<file path="src/rtl/addsub_pkg.sv">
// -----------------------------------------------------------------------------
// addsub_pkg
// Shared definitions for the multi-word add/subtract sequencer.
//   seq_state_t : sequencer FSM state
//     FIRST -- the next accepted word starts a new operation
//     CHAIN -- the next accepted word continues an operation; its carry-in
//              comes from the carry register
// -----------------------------------------------------------------------------
package addsub_pkg;

  typedef enum logic {
    FIRST = 1'b0,
    CHAIN = 1'b1
  } seq_state_t;

endpackage

</file>
<file path="src/rtl/carry_lookahead_adder.sv">
// -----------------------------------------------------------------------------
// carry_lookahead_adder
// Block carry-lookahead adder: sum = a + b + cin.
// Block generate/propagate terms produce each block's carry-in directly.
// Inside a block, the carries are formed from that block carry-in.
//
// Parameters
//   DATA_WIDTH : operand width (a multiple of BLOCK_SIZE)
//   BLOCK_SIZE : bits per lookahead block
// Ports
//   a, b    : operands
//   cin     : carry into bit 0
//   sum     : a + b + cin, truncated to DATA_WIDTH
//   cout    : carry out of the most-significant bit
//   msb_cin : carry into the most-significant bit (used for signed overflow)
// -----------------------------------------------------------------------------
module carry_lookahead_adder #(
  parameter int DATA_WIDTH = 16,
  parameter int BLOCK_SIZE = 4
) (
  input  logic [DATA_WIDTH-1:0] a,
  input  logic [DATA_WIDTH-1:0] b,
  input  logic                  cin,
  output logic [DATA_WIDTH-1:0] sum,
  output logic                  cout,
  output logic                  msb_cin
);

  localparam int NB = DATA_WIDTH / BLOCK_SIZE;

  logic [DATA_WIDTH-1:0] g;
  logic [DATA_WIDTH-1:0] p;
  logic [NB-1:0]         bg;
  logic [NB-1:0]         bp;
  logic [NB:0]           bc;
  logic                  cc;

  assign g = a & b;
  assign p = a ^ b;

  always_comb begin
    bg      = '0;
    bp      = '0;
    bc      = '0;
    sum     = '0;
    msb_cin = 1'b0;
    cc      = 1'b0;

    // Block-level generate/propagate.
    for (int k = 0; k < NB; k++) begin
      bg[k] = 1'b0;
      bp[k] = 1'b1;
      for (int i = 0; i < BLOCK_SIZE; i++) begin
        bg[k] = g[k*BLOCK_SIZE+i] | (p[k*BLOCK_SIZE+i] & bg[k]);
        bp[k] = bp[k] & p[k*BLOCK_SIZE+i];
      end
    end

    // Lookahead across blocks.
    bc[0] = cin;
    for (int k = 0; k < NB; k++) begin
      bc[k+1] = bg[k] | (bp[k] & bc[k]);
    end

    // Bit sums.
    for (int k = 0; k < NB; k++) begin
      cc = bc[k];
      for (int i = 0; i < BLOCK_SIZE; i++) begin
        sum[k*BLOCK_SIZE+i] = p[k*BLOCK_SIZE+i] ^ cc;
        if (k*BLOCK_SIZE+i == DATA_WIDTH-1) msb_cin = cc;
        cc = g[k*BLOCK_SIZE+i] | (p[k*BLOCK_SIZE+i] & cc);
      end
    end
  end

  assign cout = bc[NB];

endmodule

</file>
<file path="src/rtl/multiword_addsub_sequencer.sv">
// -----------------------------------------------------------------------------
// multiword_addsub_sequencer
// Adds or subtracts arbitrarily long operands presented one word per
// transfer, least-significant word first. The carry is chained between words
// through a carry register. Each result word is registered, so a result
// appears one cycle after its input word is accepted.
//
// Handshake (both sides): a word transfers on a rising clk edge where valid
// and ready are both high. valid, once raised, is not withdrawn and its
// payload is not changed until the transfer. ready may depend combinationally
// on the downstream ready (in_ready = !out_valid || out_ready).
//
// Parameters
//   DATA_WIDTH : operand word width (multiple of BLOCK_SIZE)
//   BLOCK_SIZE : lookahead block size of the adder core
//   MAX_WORDS  : longest operation; a longer one is cut at MAX_WORDS words
// Ports
//   clk, rst           : clock, synchronous active-high reset
//   in_valid, in_ready : input handshake
//   A, B               : operand words
//   sub                : 1 = A-B (sampled on an operation's first word only)
//   in_last            : marks the most-significant word
//   out_valid, out_ready : output handshake
//   S                  : result word
//   out_last, out_idx  : last-word flag, word index within the operation
//   CF, OF             : carry-out and signed overflow (valid with out_last)
//   err                : one-cycle pulse when an operation was truncated
//   dbg_state          : current FSM state
// Optional feature (macro ADDSUB_OVF_STICKY_EN)
//   ovf_sticky : set by any completed operation with OF=1
//   ovf_clr    : clears ovf_sticky; a simultaneous set wins
// -----------------------------------------------------------------------------
module multiword_addsub_sequencer
  import addsub_pkg::*;
#(
  parameter  int DATA_WIDTH = 16,
  parameter  int BLOCK_SIZE = 4,
  parameter  int MAX_WORDS  = 8,
  localparam int IDX_W      = $clog2(MAX_WORDS)
) (
  input  logic                  clk,
  input  logic                  rst,
  input  logic                  in_valid,
  output logic                  in_ready,
  input  logic [DATA_WIDTH-1:0] A,
  input  logic [DATA_WIDTH-1:0] B,
  input  logic                  sub,
  input  logic                  in_last,
  output logic                  out_valid,
  input  logic                  out_ready,
  output logic [DATA_WIDTH-1:0] S,
  output logic                  out_last,
  output logic [IDX_W-1:0]      out_idx,
  output logic                  CF,
  output logic                  OF,
  output logic                  err,
`ifdef ADDSUB_OVF_STICKY_EN
  output logic                  ovf_sticky,
  input  logic                  ovf_clr,
`endif
  output seq_state_t            dbg_state
);

  seq_state_t            state;
  seq_state_t            state_next;
  logic                  carry_q;
  logic                  op_q;
  logic [IDX_W-1:0]      cnt_q;

  logic                  accept;
  logic                  sub_eff;
  logic                  cin;
  logic                  trunc;
  logic                  last_eff;
  logic [DATA_WIDTH-1:0] b_eff;
  logic [DATA_WIDTH-1:0] sum;
  logic                  cout;
  logic                  msb_cin;

  assign in_ready = !rst && (!out_valid || out_ready);
  assign accept   = in_valid && in_ready;

  // The operation type is taken from the first word and held for the rest.
  assign sub_eff  = (state == FIRST) ? sub : op_q;
  // Subtraction is A + ~B + 1; the +1 enters as the first word's carry-in.
  assign cin      = (state == FIRST) ? sub_eff : carry_q;
  assign b_eff    = sub_eff ? ~B : B;

  // The word at index MAX_WORDS-1 always closes the operation.
  assign trunc    = (cnt_q == IDX_W'(MAX_WORDS - 1));
  assign last_eff = in_last || trunc;

  carry_lookahead_adder #(
    .DATA_WIDTH (DATA_WIDTH),
    .BLOCK_SIZE (BLOCK_SIZE)
  ) u_cla (
    .a       (A),
    .b       (b_eff),
    .cin     (cin),
    .sum     (sum),
    .cout    (cout),
    .msb_cin (msb_cin)
  );

  always_comb begin
    state_next = state;
    if (accept) begin
      state_next = last_eff ? FIRST : CHAIN;
    end
  end

  always_ff @(posedge clk) begin
    if (rst) state <= FIRST;
    else     state <= state_next;
  end

  assign dbg_state = state;

  always_ff @(posedge clk) begin
    if (rst) begin
      carry_q   <= 1'b0;
      op_q      <= 1'b0;
      cnt_q     <= '0;
      out_valid <= 1'b0;
      S         <= '0;
      out_last  <= 1'b0;
      out_idx   <= '0;
      CF        <= 1'b0;
      OF        <= 1'b0;
      err       <= 1'b0;
    end else begin
      // Truncation is an error only when the word did not already end the op.
      err <= accept && trunc && !in_last;
      if (accept) begin
        out_valid <= 1'b1;
        S         <= sum;
        out_last  <= last_eff;
        out_idx   <= cnt_q;
        CF        <= cout;
        OF        <= cout ^ msb_cin;
        op_q      <= sub_eff;
        if (last_eff) begin
          carry_q <= 1'b0;
          cnt_q   <= '0;
        end else begin
          carry_q <= cout;
          cnt_q   <= cnt_q + IDX_W'(1);
        end
      end else if (out_ready) begin
        out_valid <= 1'b0;
      end
    end
  end

`ifdef ADDSUB_OVF_STICKY_EN
  always_ff @(posedge clk) begin
    if (rst) begin
      ovf_sticky <= 1'b0;
    end else if (accept && last_eff && (cout ^ msb_cin)) begin
      ovf_sticky <= 1'b1;
    end else if (ovf_clr) begin
      ovf_sticky <= 1'b0;
    end
  end
`endif

endmodule

</file>
<file path="config.mk">
export PLATFORM = sky130hd
export DESIGN_NAME = multiword_addsub_sequencer
export DESIGN_NICKNAME = d
export VERILOG_FILES = /design/src/rtl/addsub_pkg.sv /design/src/rtl/carry_lookahead_adder.sv /design/src/rtl/multiword_addsub_sequencer.sv
export SDC_FILE = /design/constraint.sdc
export NUM_CORES = 1
export LEC_CHECK = 0
export BUFFER_PORTS_ARGS = -buffer_cell sky130_fd_sc_hd__clkbuf_2
export CAP_MARGIN = 20
export CORE_ASPECT_RATIO = 2
export CORE_UTILIZATION = 51
export CTS_CLUSTER_SIZE = 16
export DETAILED_ROUTE_END_ITERATION = 16
export PLACE_DENSITY_LB_ADDON = 0.12
export SLEW_MARGIN = 20
export SYNTH_ARGS = -nofsm -noshare
export SYNTH_HDL_FRONTEND = slang
export SYNTH_SLANG_ARGS = --single-unit
</file>
<file path="constraint.sdc">
create_clock -name clk -period 5.65 [get_ports clk]
set_input_delay 0.2825 -clock clk [delete_from_list [all_inputs] [get_ports clk]]
set_output_delay 0.2825 -clock clk [all_outputs]
set_load 0.03 [all_outputs]
</file>
# After elaboration in Yosys (flattened, before gate mapping)
# Index checks and enable logic that the tools add are counted.
dict set report classes {
  addsub 1
  multipliers 0
  n_div 0
  n_lt_le_gt_ge 0
  eq_ne 1
  n_shift 0
  mux 8
  n_bitwise 88
  n_reduce_logical 10
}
# cell count
set ops {}
lappend ops {{AND 1 bit} 40}
lappend ops {{bitwise OR 1 bit} 28}
lappend ops {{XOR 1 bit} 17}
lappend ops {{AND 16 bit} 1}
lappend ops {{2-to-1 mux 16 bit} 1}
lappend ops {{inverter 16 bit} 1}
lappend ops {{XOR 16 bit} 1}
lappend ops {{2-to-1 mux 1 bit} 6}
lappend ops {{logical AND 1 bit} 4}
lappend ops {{adder 3 x 1 -> 3 bit (second input constant)} 1}
lappend ops {{== test 3 bit (second input constant)} 1}
lappend ops {{zero test 1 bit} 3}
lappend ops {{2-to-1 mux 3 bit} 1}
lappend ops {{logical OR 1 bit} 2}
lappend ops {{nonzero test 2 bit} 1}
dict set report word_totals {
  register_bits 30
  latch_bits 0
  ram_bits 0
  mem_bits_ro 0
  in_bits 38
  out_inout_bits 26
  wordCells 119
  mem_count 0
}

# Logic depth before layout (Yosys ltp)
dict set report depth {
  ltp_word 21
  mapped_depth 15
}

# Hierarchy
# From an unflattened synthesis, not the netlist that was laid out.
dict set report unflattened {
  cells_unflattened 200
  area_unflattened_um2 2070.7
}
# module n_inst cells_each area_each_um2 seq_area_each_um2
set modules_own_cells {}
lappend modules_own_cells {multiword_addsub_sequencer 1 131 1368.8 600.6}
lappend modules_own_cells {carry_lookahead_adder 1 69 701.9 0.0}

# Least setup slack after synthesis
# Ideal clock, no wire load.
dict set report synth_path {
  path_type {register to register}
  start {register state, in the netlist dbg_state}
  end {register OF}
  arrival_time_ps 4073
  slack_ps 1498
  path_stages_with_launch 16
  n_path_buf 1
  synth_period_minus_slack_ps 4152
  path_cell_list {dfxtp_1 -> mux2i_4 -> buf_6 -> xnor2_1 -> ha_1 -> nand4_1 -> o22ai_2 -> nor2_2 -> o21a_1 -> o21ba_1 -> fa_1 -> fa_1 -> fa_1 -> a2111oi_0 -> nand3_1 -> o211ai_1}
}
dict set report synth_via {
  elab_chain_cells 21
  word_cells_on_any_way 56
  classes_between {mux (3); bitwise (53)}
}
# element line
set synth_rtl {}
lappend synth_rtl {{start, declared} multiword_addsub_sequencer.sv:64} ;# seq_state_t state;
lappend synth_rtl {{start signal, assigned} multiword_addsub_sequencer.sv:114} ;# else state <= state_next;
lappend synth_rtl {{2-to-1 mux 1 bit} multiword_addsub_sequencer.sv:84} ;# assign sub_eff = (state == FIRST) ? sub : op_q;
lappend synth_rtl {{2-to-1 mux 16 bit} multiword_addsub_sequencer.sv:87} ;# assign b_eff = sub_eff ? ~B : B;
lappend synth_rtl {{XOR 16 bit / AND 16 bit (equally long branches)} {carry_lookahead_adder.sv:39, carry_lookahead_adder.sv:38}}
lappend synth_rtl {{AND 1 bit} carry_lookahead_adder.sv:54} ;# bg[k] = g[k*BLOCK_SIZE+i] | (p[k*BLOCK_SIZE+i] & bg[k]);
lappend synth_rtl {{bitwise OR 1 bit} carry_lookahead_adder.sv:54}
lappend synth_rtl {{AND 1 bit} carry_lookahead_adder.sv:54}
lappend synth_rtl {{bitwise OR 1 bit} carry_lookahead_adder.sv:54}
lappend synth_rtl {{AND 1 bit} carry_lookahead_adder.sv:54}
lappend synth_rtl {{(+5 left out)} n/a}
lappend synth_rtl {{bitwise OR 1 bit} carry_lookahead_adder.sv:62} ;# bc[k+1] = bg[k] | (bp[k] & bc[k]);
lappend synth_rtl {{AND 1 bit} carry_lookahead_adder.sv:71} ;# cc = g[k*BLOCK_SIZE+i] | (p[k*BLOCK_SIZE+i] & cc);
lappend synth_rtl {{bitwise OR 1 bit} carry_lookahead_adder.sv:71}
lappend synth_rtl {{AND 1 bit} carry_lookahead_adder.sv:71}
lappend synth_rtl {{bitwise OR 1 bit} carry_lookahead_adder.sv:71}
lappend synth_rtl {{AND 1 bit} carry_lookahead_adder.sv:71}
lappend synth_rtl {{bitwise OR 1 bit} carry_lookahead_adder.sv:71}
lappend synth_rtl {{XOR 1 bit (*)} multiword_addsub_sequencer.sv:140} ;# OF <= cout ^ msb_cin;
lappend synth_rtl {{end signal, assigned} multiword_addsub_sequencer.sv:140}
lappend synth_rtl {{end, declared} multiword_addsub_sequencer.sv:55} ;# output logic OF,
# Mark *: on every way between the ends. The rest lies on a longest branch, timed or not.
# A chain may end at the register's enable or synchronous reset.

# Worst setup path after layout
# Ends and elaborated chain as after synthesis.

==> flow_metrics.py <==
metrics = {
    "logic_synthesis": {
        "synth_mux_area_share_pct": 2.13,
        "synth_cell_types": 35,
        "synth_ff_type": "dfxtp_1",
        "synth_xor_xnor_area_share_pct": 8.78,
        "synth_area_um2": 2000,
        "synth-edff-count": 0,
        "syn_avg_cell_area_um2": 9.11,
        "yosys.area_share.simple_pct": 12.5,
        "synth_top_family_by_area": "adder cells",
        "syn_nets": 287,
        "synthTopCellsByArea": "dfxtp_1 30%, fa_1 12%, ha_1 11%",
        "synth_cells": 219,
        "seq_area_frac_synth_pct": 30.1,
        "synth-adder-area-share_pct": 23.3,
        "synth_top_area_share_pct": 30.1,
        "synth_top_cell_by_area": "dfxtp_1",
        "yosys_warnings": 0,
        "ys_async_sr_fraction_pct": 0,
        "synth-seq-cells": 30,
        "synth_compound_area_share_pct": 15.8,
    },
    "sta": {
        "rsz0062_at_grt": "false",
        "fin_crit_sh_pct": 78.5,
        "final-hold-violation-count": 0,
        "min_period_ps": 4440,
        "holdWs_ps": 212,
        "drv_slew": 0,
        "tightest_slew_ps": 751,
        "timing.fmax_mhz": 225,
        "tns_ps": 0,
        "finalClockSkew_ps": 6.41,
        "setup_viol": 0,
        "timing.slew.headroom_pct": 48.9,
    },
    "clock_tree": {
        "cts_buffer_depth": 2,
        "post-cts-setup-buffer-count": 0,
        "cts_tree": "yes",
        "cts_hold_buf": 0,
        "numCtsBuffers": 5,
        "cts.sinks": 30,
        "clock_latency_ps": 280,
        "cts-resized-gates": 0,
        "cts_root_buf": "clkbuf_8",
        "clk_pin_slew_ps": 70,
        "h-tree-depth": 2,
    },
    "drt": {
        "via_per_inst": 5.08,
        "wl_per_cell_um": 12.8,
        "drtAntennaViolNets": 0,
        "wl_um": 4210,
        "via_count": 1675,
        "drc": 0,
        "dr.pass1.iters": 4,
        "drt-initial-drc-count": 24,
    },
    "grt": {
        "first_global_vias": 1716,
        "overflow": 0,
        "grt_first_pass_wirelength_um": 7270,
        "track_usage_pct": 23.4,
        "antenna_found_initial": 0,
        "grt_max_degree": 36,
    },
    "cells_and_area": {
        "antenna_cells": 0,
        "area_delta_synth_final_pct": 22.1,
        "fin_area_um2": 2440,
        "drive_gt1_share_pct": 27.8,
        "utilization_pct": 66.1,
        "nets": 348,
        "fill_cells": 333,
    },
    "floorplanning": {
        "start_util_pct": 54.2,
        "die_y_um": 90.5,
        "fp.dieW_um": 46.2,
        "ios": 64,
        "core-area_um2": 3680,
        "dieArea_um2": 4180,
        "rows": 31,
    },
    "power_and_ir_drop": {
        "irDropWorstVdd_uv": 139,
        "power_leakage_uw": 0.00118,
        "p_per_area_nw_per_um2": 277,
        "internal-power_uw": 449,
        "p_clk_share_pct": 31.2,
        "p_sw_share_pct": 33.3,
        "p_sw_uw": 225,
        "power_uw": 674,
        "comb_power_share_pct": 33.4,
        "p_seq_share_pct": 35.5,
    },
    "placed_design": {
        "gp_congestion": 0.834,
        "postPlaceCellArea_um2": 2330,
        "hpwl_um": 3470,
        "portBuffers": 63,
    },
    "worst_setup_path": {
        "crit_slowest_cell": "mux2i_4",
        "criticalPathCategory": "register to register",
        "crit_chain": "mux2i_4 > xnor2_1 > ha_1 > nand4_1 > o22ai_2 > nor2_2 > o21a_1 > o21ba_1 > fa_1 > fa_1 > fa_1 > a2111oi_0 > nand3_1 > o211ai_1",
        "required_ps": 5850,
        "setup.worst_path.end_class": "register",
        "max_stage_delay_ps": 710,
        "cp_max_fo": 17,
        "worst_setup_path_start_kind": "register",
        "path_common_cell": "fa_1",
        "arrival_ps": 4640,
    },
    "status": {
        "status": "complete, no violations",
    },
    "run": {
        "maxCapViolations": 0,
    },
    "worst_hold_path": {
        "hp-class": "primary input to register",
    },
}
## cell type report
type	count	area [µm²]	share of cell area [%]
clock inverter	3	40.0	1.64
multi-input combinational	154	1250	51.3
tap	49	61.3	2.52
sequential	30	601	24.7
clock buffer	5	68.8	2.82
timing repair buffer	64	323	13.3
inverter	25	93.8	3.85
## worst max-delay path, delay by kind of cell (launching register included)
family,cells,cell delay [ps]
AND/OR/NAND/NOR,3,310
AO/OA/AOI/OAI,5,1100
XOR/XNOR,1,220
adder cells (fa/ha/maj),4,1550
flip-flops,1,450
multiplexers,1,710
## cell usage in the layout (no fill, tap or decap), types with 2 or more instances in the layout
cell type   n
nand2_1    14
clkinv_2    2
xnor2_1    17
ha_1       18
clkbuf_2   63
inv_1      25
nor3_1      2
dfxtp_1    30
xor2_1      3
and3_1      2
o21a_1      2
nand3_1    10
a211oi_1   12
mux2i_1     2
o21ai_0     9
fa_1       12
a2bb2oi_1   2
nor2_1     18
a21oi_1    10
nand4_1     4
a21o_2      2
clkbuf_8    5
a21o_1      3
## power groups by stage
stage / Clock (µW) / Combinational, µW / Sequential, µW
6_report: 210 / 225 / 239
5_1_grt: 224 / 257 / 241
4_1_cts: 214 / 229 / 239
3_5_place_dp: 0 / 227 / 244
3_3_place_gp: 0 / 220 / 244
2_1_floorplan: 0 / 132 / 274
## cells in the mapped netlist, types with 3 or more instances
| cell | n |
|---|---|
| xor2_1 | 3 |
| nand4_1 | 4 |
| nand2_1 | 14 |
| o21ai_0 | 9 |
| clkbuf_1 | 3 |
| nand3_1 | 10 |
| a21o_1 | 3 |
| ha_1 | 18 |
| a211oi_1 | 12 |
| nor2_1 | 18 |
| xnor2_1 | 17 |
| dfxtp_1 | 30 |
| a21oi_1 | 10 |
| fa_1 | 12 |
| inv_1 | 25 |
| buf_2 | 6 |
## per-stage QoR
step | cells | worst slack [ps]
2_1_floorplan | 219 | 1500
3_3_place_gp | 322 | 1350
3_5_place_dp | 322 | 1210
4_1_cts | 330 | 1210
5_1_grt | 330 | 849
6_report | 330 | 1210
## final timing paths
path	slack, ps	end	cells past startpoint	from
worst min register to register	460	out_idx[0]	2	out_idx[0]
worst max register to register	1210	OF	14	dbg_state
worst max-delay path	1210	OF	14	dbg_state
worst min-delay path	210	err	2	in_last
## cell families after synthesis
family | after synthesis
compound gates | 46
mux | 3
simple gates | 55
xor+xnor | 20
buf+inv | 35
flops | 30
fa+ha+maj | 30
## routing by layer
metal / vias to the layer above / wire, µm / GRT usage, %
li1: 868 / - / -
met1: 754 / 1550 / 23.9
met2: 44 / 2450 / 43.5
met3: 9 / 118 / 3.00
met4: 0 / 94 / 9.07
met5: - / 0 / 0
## state kept, by name (all words and copies together) (netlist names)
register and count:
CF 1, out_valid 1, op_q 1, err 1, dbg_state 1, cnt_q 3, S 16, out_last 1
carry_q 1, OF 1, out_idx 3
Power figures use the tool's default switching activity.
